<file path="src/rtl/cv32e40s_pkg.sv">
// cv32e40s_pkg: shared types for the cv32e40s sleep unit
package cv32e40s_pkg;
  typedef enum logic [1:0] {CG_RUN, CG_DRAIN, CG_SLEEP, CG_WAKE} cg_ctrl_state_e;
endpackage

</file>
<file path="src/rtl/cv32e40s_cg_enable_ctrl.sv">
// cv32e40s_cg_enable_ctrl: sleep handshake and registered enable for the core clock gate
module cv32e40s_cg_enable_ctrl
  import cv32e40s_pkg::*;
#(
  parameter int IDLE_CYCLES = 2,
  parameter int WAKE_DELAY  = 2,
  parameter int SLEEP_CNT_W = 32
) (
  input  logic                   clk_i,
  input  logic                   rst_ni,
  input  logic                   sleep_req_i,
  input  logic                   core_idle_i,
  input  logic                   wake_i,
  output logic                   clk_gate_en_o,
  output logic                   core_sleep_o,
  output logic                   sleep_abort_o,
  output logic                   wake_ack_o,
  output logic [SLEEP_CNT_W-1:0] sleep_cnt_o
);
  localparam int IW = $clog2(IDLE_CYCLES + 1);
  localparam int WW = $clog2(WAKE_DELAY + 1);

  if (IDLE_CYCLES < 1) begin : g_idle_chk
    $error("IDLE_CYCLES must be >= 1");
  end
  if (WAKE_DELAY < 1) begin : g_wake_chk
    $error("WAKE_DELAY must be >= 1");
  end

  cg_ctrl_state_e         state_q, state_d;
  logic [IW-1:0]          idle_cnt_q, idle_cnt_d;
  logic [WW-1:0]          wake_cnt_q, wake_cnt_d;
  logic [SLEEP_CNT_W-1:0] sleep_cnt_q, sleep_cnt_d;
  logic                   en_q, slp_q, abort_q, abort_d, ack_q, ack_d;
  logic                   idle_done, wake_done;

  assign idle_done = core_idle_i && idle_cnt_q == IW'(IDLE_CYCLES - 1);
  assign wake_done = wake_cnt_q == WW'(WAKE_DELAY - 1);

  always_comb begin
    state_d     = state_q;
    idle_cnt_d  = idle_cnt_q;
    wake_cnt_d  = wake_cnt_q;
    abort_d     = 1'b0;
    ack_d       = 1'b0;
    sleep_cnt_d = (state_q == CG_SLEEP && !(&sleep_cnt_q)) ? sleep_cnt_q + 1'b1 : sleep_cnt_q;
    case (state_q)
      CG_RUN: begin
        if (sleep_req_i && !wake_i) begin
          state_d    = CG_DRAIN;
          idle_cnt_d = '0;
        end
      end
      CG_DRAIN: begin
        // idle streak must be consecutive: any busy cycle restarts it
        idle_cnt_d = !core_idle_i ? '0 :
                     (idle_cnt_q == IW'(IDLE_CYCLES)) ? idle_cnt_q : idle_cnt_q + 1'b1;
        if (wake_i) begin
          state_d = CG_RUN;
          abort_d = 1'b1;
        end else if (!sleep_req_i) begin
          state_d = CG_RUN;
        end else if (idle_done) begin
          state_d = CG_SLEEP;
        end
      end
      CG_SLEEP: begin
        if (wake_i) begin
          state_d    = CG_WAKE;
          wake_cnt_d = '0;
        end
      end
      CG_WAKE: begin
        wake_cnt_d = wake_cnt_q + 1'b1;
        if (wake_done) begin
          state_d = CG_RUN;
          ack_d   = 1'b1;
        end
      end
      default: state_d = CG_RUN;
    endcase
  end

  always_ff @(posedge clk_i or negedge rst_ni) begin
    if (!rst_ni) begin
      state_q     <= CG_RUN;
      idle_cnt_q  <= '0;
      wake_cnt_q  <= '0;
      sleep_cnt_q <= '0;
      en_q        <= 1'b1;
      slp_q       <= 1'b0;
      abort_q     <= 1'b0;
      ack_q       <= 1'b0;
    end else begin
      state_q     <= state_d;
      idle_cnt_q  <= idle_cnt_d;
      wake_cnt_q  <= wake_cnt_d;
      sleep_cnt_q <= sleep_cnt_d;
      en_q        <= state_d != CG_SLEEP;
      slp_q       <= state_d == CG_SLEEP || state_d == CG_WAKE;
      abort_q     <= abort_d;
      ack_q       <= ack_d;
    end
  end

  assign clk_gate_en_o = en_q;
  assign core_sleep_o  = slp_q;
  assign sleep_abort_o = abort_q;
  assign wake_ack_o    = ack_q;
  assign sleep_cnt_o   = sleep_cnt_q;
endmodule
</file>
<file path="config.mk">
export PLATFORM = sky130hd
export DESIGN_NAME = cv32e40s_cg_enable_ctrl
export DESIGN_NICKNAME = d
export VERILOG_FILES = /design/src/rtl/cv32e40s_pkg.sv /design/src/rtl/cv32e40s_cg_enable_ctrl.sv
export SDC_FILE = /design/constraint.sdc
export NUM_CORES = 1
export LEC_CHECK = 0
export BUFFER_PORTS_ARGS = -buffer_cell sky130_fd_sc_hd__buf_2
export CAP_MARGIN = 5
export CORE_MARGIN = 4
export CORE_UTILIZATION = 40
export DETAILED_ROUTE_END_ITERATION = 12
export SLEW_MARGIN = 25
export SYNTH_ARGS = -nofsm -noshare
export SYNTH_HDL_FRONTEND = slang
export SYNTH_SLANG_ARGS = --single-unit
</file>
<file path="constraint.sdc">
create_clock -name clk_i -period 2 [get_ports clk_i]
set_input_delay 0.2 -clock clk_i [delete_from_list [all_inputs] [get_ports clk_i]]
set_output_delay 0.2 -clock clk_i [all_outputs]
set_load 0.02 [all_outputs]
</file>
==> results.txt, run 1 <==
In this run the core area contains 25 standard-cell rows. In this run, the number of DRC markers left after iteration 0 of detailed routing was 103. The path with the worst hold slack has its endpoint at sleep_abort_o. STA classifies the critical path startpoint as a flop. The number of max-slew violations in the final report came to 0.

In this run the count of I/O pins placed on the die edge is 41. The initial standard-cell utilization of the core is 41.7%. Of the available clock period, the critical path in the final layout requires 94.3%. The maximum level of the CTS H-tree is 2. The CTS tree is yes. The most common cell in the synthesized netlist is dfrtp_1.

The power share of the clock group came out at 33.0%. In this run the critical register-to-register path is captured at sleep_cnt_o[12]. The leakage power total came out at 1.26 nW. Ranked by total cell area, the synthesized netlist is headed by dfrtp_1 51%, xnor2_1 9.3%, nand4_1 4.1%. Net switching is 28.7% of the power. The global-route usage over all layers is 14.7%. The maximum number of buffers from clock root to sink came out at 2.

The antenna diode instance count is 0. In this run the critical register-to-register path is launched from sleep_cnt_o[0]. The final-report setup violation count is 0. The area growth from synthesis to layout is 28.3%. Detailed routing inserted a total of 1511 vias.

The worst hold path was traced through 3 stages. The highest ir drop seen on vdd is 0.000458 V. Once layout is complete, the utilization of the core stands at 53.4%. During placement, the flow inserted port buffers numbering 40. Registers are responsible for 46.2% of the overall power.

The overall die width is 78.4 um. The placeable core region is 4750 sq um. The worst-margin pin slew came out at 0.497 ns. The share of synthesized registers carrying an async set or reset is 100%. After synthesis, the mean cell area works out to 10.8 sq um. The net count of the finished layout is 256. Clock latency on the worst-skew pair, taken at its later pin, is 0.30 ns. The final weighted congestion in routability-driven placement came out at 0.771. Synthesis instantiated 37 different standard cells from the library. For the worst setup path, the data required time is 2.22 ns. Once detail routing completed, the nets flagged for antenna violations numbered 0. In this run the register-to-register setup slack is 0.11 ns. The cell area after technology mapping came out at 1980 sq um. The switching power summed over all nets came out at 608 uW. The count of mapped cells out of synthesis came out at 184. The run finished with clean final reports. For this run, the detailed router's first-pass iteration total came to 4.

For this design the ratio of total power to cell area is 832 nW/um^2. Clock tree synthesis selected as its root buffer the cell clkbuf_8. The via count of the first global-routing pass came out at 1494. The maximum fanout along the worst path came out at 4. Hold timing on the final database bottoms out at a slack of 0.145 ns. The maximum frequency from static timing analysis is 530 MHz. The worst relative slew slack is 66.9%. The power share of the combinational group came out at 20.8%.

The nature of the critical path endpoint is a flop. The number of clock sinks came out at 41. The minimum period implied by the final worst setup slack is 1.89 ns. Dividing the detail-routed via count by the number of cells gives 4.80.

The first global-routing pass estimated 6.98 mm of wire. The synthesized design contains 41 register bits. The number of cells on the worst reg-to-reg path came out at 6. The number of enable flip-flop cells after synthesis came out at 0. The initial antenna violation count is 0. The count of endpoints failing hold in the final timing report came out at 0.

Summed over all layers, the global routing overflow is 0. The final wirelength is 4.07 mm. The worst clock skew is 0.0119 ns. The path type of the worst setup path is flop to flop. The area enclosed by the die boundary is 6140 sq um. The total clock buffers created by CTS is 5. The biggest area contributor in the post-synthesis netlist is dfrtp_1. Among all flip-flop cells after synthesis, the most frequent one is dfrtp_1.

The placed wire-length estimate is 2.99 mm. After detailed routing, the number of remaining DRC violations is 0. The height of the chip is 78.4 um. The Yosys step of the flow raised 0 warnings. The critical path data arrival time came out at 2.10 ns. The share of the yosys chip area belonging to registers is 51.9%. Ranked by instance count, the synthesized netlist is headed by 40 x dfrtp_1, 21 x xnor2_1, 20 x nand2_1.

The fraction of final layout cells with drive strength greater than 1 is 32.3%. After clock tree synthesis, the clock-pin slew on the worst setup and hold paths is 0.08 ns. The worst hold path begins at wake_i. The max capacitance violation total came out at 0. The class of the tightest hold or removal check is primary input to flop. The largest net degree at the start of global routing is 22. The wire length per cell after detailed routing is 12.9 um. The synthesized netlist net count is 193. Cell internal power was estimated by the tool at 1.51 mW.

The share of the synthesized area in the top cell type is 50.5%.
sequential cells by signal (all words and copies together) (netlist names):
name / count
sleep_abort_o: 1
sleep_cnt_o: 32
idle_cnt_q: 2
clk_gate_en_o: 1
wake_ack_o: 1
wake_cnt_q: 2
state_q: 1
core_sleep_o: 1
critical path, cell delays in order (launching register included):
cell and delay (ns):
dfrtp_1 0.35, ha_1 0.18, nand3_1 0.12, or4_1 0.56, a31oi_4 0.22, and4_1 0.23, xor2_1 0.14
per-stage QoR:
step / TNS (ns) / std cells / worst slack (ns) / area, sq um / total power, mW
floorplan: 0 / 184 / 0.0418 / 1980 / 1.27
global placement: 0 / 306 / 0.0816 / 2390 / 1.43
detailed placement: 0 / 306 / 0.0599 / 2390 / 1.44
CTS: 0 / 315 / 0.0440 / 2520 / 2.15
global route: -0.00397 / 315 / -0.00397 / 2540 / 2.26
finish: 0 / 315 / 0.114 / 2540 / 2.12
placed cells by master, fill, tap and decap left out, drive strengths merged, types with 5 or more instances in the layout:
cell type  synthesis  routed
buf                2      60
dfrtp             40      40
xnor2             21      21
nand2             20      20
nand4             13      13
nor2              12      12
nand3             12      12
xor2               9       9
inv                7       7
clkbuf             3       6
and3               5       5
routing by layer:
| metal | vias to the layer above | global-route usage (%) | wire length (um) |
|---|---|---|---|
| met2 | 30 | 21.7 | 1860 |
| met4 | 0 | 5.77 | 32 |
| met3 | 2 | 3.90 | 157 |
| met5 | - | 0 | 0 |
| li1 | 766 | - | - |
| met1 | 713 | 20.5 | 2030 |
repair_timing:
item	in CTS	in global routing
gates resized for setup	0	3
endpoints found under the setup margin	0	9
buffers inserted	0	0
hold buffers	1	0
hold endpoints to repair	20	0
power groups by stage:
stage | logic [mW] | registers [mW] | clock network, mW
after detailed placement | 0.443 | 0.994 | 0
final | 0.440 | 0.978 | 0.698
after floorplan | 0.211 | 1.06 | 0
after CTS | 0.446 | 0.979 | 0.720
after global placement | 0.441 | 0.993 | 0
after global routing | 0.500 | 0.993 | 0.763
cells by family after synthesis:
kind of cell             Yosys count  synth area share, %
adder cells (fa/ha/maj)            4                 2.53
flip-flops                        41                 51.9
AND/OR/NAND/NOR                   83                 24.3
AO/OA/AOI/OAI                     13                 4.49
multiplexers                       1                0.569
XOR/XNOR                          30                 13.3
buffers and inverters             12                 3.03
worst max-delay path by stage:
stage | start | to | slack, ns | cells past startpoint
floorplan | sleep_cnt_o[0] | sleep_cnt_o[12] | 0.04 | 6
global placement | sleep_cnt_o[11] | sleep_cnt_o[28] | 0.08 | 5
detailed placement | sleep_cnt_o[12] | sleep_cnt_o[28] | 0.06 | 5
CTS | sleep_cnt_o[0] | sleep_cnt_o[12] | 0.04 | 6
global route | sleep_cnt_o[0] | sleep_cnt_o[12] | -0.004 | 6
finish | sleep_cnt_o[0] | sleep_cnt_o[12] | 0.11 | 6
layout make-up:
type	instances	area [sq um]
Clock buffer	6	82.6
Clock inverter	2	37.5
Fill cell	452	2210
Inverter	7	26.3
Multi-Input combinational cell	131	911
Sequential cell	41	1030
Tap cell	67	83.8
Timing Repair Buffer	61	373
(Power assumes the default switching activity.)
==> run 2: changes to the inputs <==
--- a/config.mk
+++ b/config.mk
@@ -10,7 +10,7 @@
 export CORE_MARGIN = 4
 export CORE_UTILIZATION = 40
 export DETAILED_ROUTE_END_ITERATION = 12
-export SLEW_MARGIN = 25
+export MAX_ROUTING_LAYER = met4
 export SYNTH_ARGS = -nofsm -noshare
 export SYNTH_HDL_FRONTEND = slang
 export SYNTH_SLANG_ARGS = --single-unit
==> constraint.sdc (replaced) <==
create_clock -name clk_i -period 1.8 [get_ports clk_i]
set_input_delay 0.18 -clock clk_i [delete_from_list [all_inputs] [get_ports clk_i]]
set_output_delay 0.18 -clock clk_i [all_outputs]
set_load 0.02 [all_outputs]
==> run 2 against run 1 <==
Against the previous run:
- worst setup slack lost 0.077 ns
- non-clock buffer count grew 22
- power grew 5.4%
- clock power shrank 14%
==> results.txt, run 2 (synthesis gave the netlist of run 1 again) <==
The overall die width came to 78.4 um (unchanged). The final instance area is 2710 sq um (was 2540 sq um). The library cell used most frequently in the layout, excluding fill and tap cells, is buf_4.

The clock latency on the worst-skew pair came out at 0.28 ns (was 0.30 ns). The worst clock skew is 0.00687 ns (was 0.0119 ns). The setup slack after placement is -0.0283 ns (was 0.0599 ns). The initial antenna violation count is 0 (unchanged).

The sum of overflow across all layers after global routing is 0 (unchanged). The largest net degree at the start of global routing is 33 (was 22). The final non-filler cell total came out at 336 (was 315). The number of clock sinks came out at 41 (unchanged).

Most frequent cells in the layout: 42 x buf_4, 40 x buf_2, 33 x dfrtp_1 (was 40 x dfrtp_1, 40 x buf_2, 21 x xnor2_1). The area growth from synthesis to layout came out at 37.0% (was 28.3%). The number of top-level design ports came out at 41 (unchanged).

Outcome: completed (unchanged). The maximum number of buffers from clock root to sink is 2 (unchanged). The count of endpoints failing hold in the final timing report was 0 (unchanged).

The number of cells after detailed placement is 325 (was 306). The final wirelength is 4.58 mm (was 4.07 mm). The number of rows in the core area came out at 25 (unchanged).

The final antenna-violating net count came out at 0 (unchanged). The initial standard-cell utilization of the core came out at 41.7% (unchanged). The global-route usage over all layers came to 16.2% (was 14.7%). Setup repair after global routing could not meet its margin everywhere. The worst hold margin came to 0.149 ns (was 0.145 ns). The maximum level of the CTS H-tree came to 2 (unchanged).

The maximum fanout along the worst path came out at 4 (unchanged). The placeable core region was 4750 sq um (unchanged). The CTS tree is yes (unchanged). The maximum frequency from static timing analysis is 567 MHz (was 530 MHz). The area enclosed by the die boundary came out at 6140 sq um (unchanged). The via total after detailed routing came out at 1644 (was 1511). The cell at the root of the clock tree is clkbuf_8 (unchanged). The highest ir drop seen on vdd is 0.000445 V (was 0.000458 V). The number of port buffers is 40 (unchanged). The worst relative slew slack is 53.2% (was 66.9%).

The leakage power total is 1.37 nW (was 1.26 nW). The fraction of final layout cells with drive strength greater than 1 is 41.6% (was 32.3%). The final worst slack came out at 0.0373 ns (was 0.114 ns).

The path type of the worst setup path is flop to flop (unchanged). The antenna diode instance count was 0 (unchanged). The max capacitance violation total is 0 (unchanged). The critical path data arrival time came to 1.97 ns (was 2.10 ns). The placed wire-length estimate is 3.45 mm (was 2.99 mm). The sort of element at the start of the critical path is a flop (unchanged).

The height of the chip is 78.4 um (unchanged). The required time of the worst setup path came out at 2.01 ns (was 2.22 ns). The core utilization of the finished layout came out at 57.1% (was 53.4%).

The number of nets in the layout came out at 278 (was 256). The count of routing violations after the opening detailed-route iteration is 97 (was 103). The post-placement cell area was 2550 sq um (was 2390 sq um). The via count of the first global-routing pass is 1595 (was 1494). The flip-flop count of the largest register, all copies and words added is 32 (unchanged). The minimum period implied by the final worst setup slack is 1.76 ns (was 1.89 ns). The number of max-slew violations in the final report is 0 (unchanged).

The final weighted congestion in routability-driven placement came out at 0.775 (was 0.771). The ratio of final minimum period to clock period is 97.9% (was 94.3%). The mean number of vias per cell is 4.89 (was 4.80).

The worst-margin pin slew is 0.701 ns (was 0.497 ns). The nature of the critical path endpoint is a flop (unchanged). The class of the tightest hold or removal check is primary input to flop (unchanged). The areal power density over the cells is 822 nW/um^2 (was 832 nW/um^2). The DRC violation count after routing is 0 (unchanged).

The detailed-routing iteration count for the pre-antenna-repair pass came out at 4 (unchanged). The final-report setup violation count is 0 (unchanged). The total clock buffers created by CTS is 5 (unchanged).

The wire length of the first global-routing pass came to 7.52 mm (was 6.98 mm). The wire length per cell after detailed routing is 13.6 um (was 12.9 um). The register clock-pin slew on the reported worst setup and hold paths came out at 0.07 ns (was 0.08 ns).
==> run 2: timing repair <==
item                                    CTS  global route
endpoints found under the hold margin    29             0
hold buffers                              1             0
buffers inserted                          0             3
gates cloned                              0             0
pin swaps                                 0             4
endpoints found under the setup margin    5            12
resized for setup                         2             5
==> run 2: area by class of cell <==
type | count | area (sq um)
clock buffer | 7 | 86.3
fill | 443 | 2040
inverter | 7 | 26.3
multi-input combinational | 131 | 955
sequential | 41 | 1040
tap | 67 | 83.8
timing repair buffer | 83 | 526
==> run 2: metal layers <==
layer	global-route usage, %	wire (um)	share of wire, %	vias up
li1	-	-	-	807
met1	19.9	2070	45	807
met2	26.8	2310	50	26
met3	3.90	157	3.4	4
met4	4.72	48	1.0	0
met5	-	0	0	-
==> run 2: power breakdown <==
part	internal [mW]	total [mW]	switching (mW)
Sequential	1.02	1.10	0.0829
Clock	0.304	0.599	0.294
Combinational	0.229	0.525	0.297
==> run 2: path summary, 6_finish.rpt <==
check / slack [ns] / cells after the start / end / from
max in group asynchronous: 0.74 / 3 / wake_cnt_q[1] / rst_ni
min: 0.15 / 3 / sleep_abort_o / wake_i
max: 0.04 / 6 / sleep_cnt_o[12] / sleep_cnt_o[0]
min reg2reg: 0.49 / 2 / wake_cnt_q[1] / wake_cnt_q[1]
max reg2reg: 0.04 / 6 / sleep_cnt_o[12] / sleep_cnt_o[0]
min in group asynchronous: 0.48 / 2 / sleep_cnt_o[6] / rst_ni
==> run 2: critical path: stages (launching register included) <==
cell,delay (ns)
dfrtp_2,0.39
ha_4,0.15
nand3_1,0.09
or4_4,0.51
a31oi_4,0.20
and4_1,0.22
xor2_1,0.14
==> run 2: through the flow <==
step	TNS (ns)	power, mW
floorplan	-0.0263	1.43
CTS	0	2.26
global route	-0.365	2.36
global placement	0	1.63
detailed placement	-0.0630	1.65
finish	0	2.23
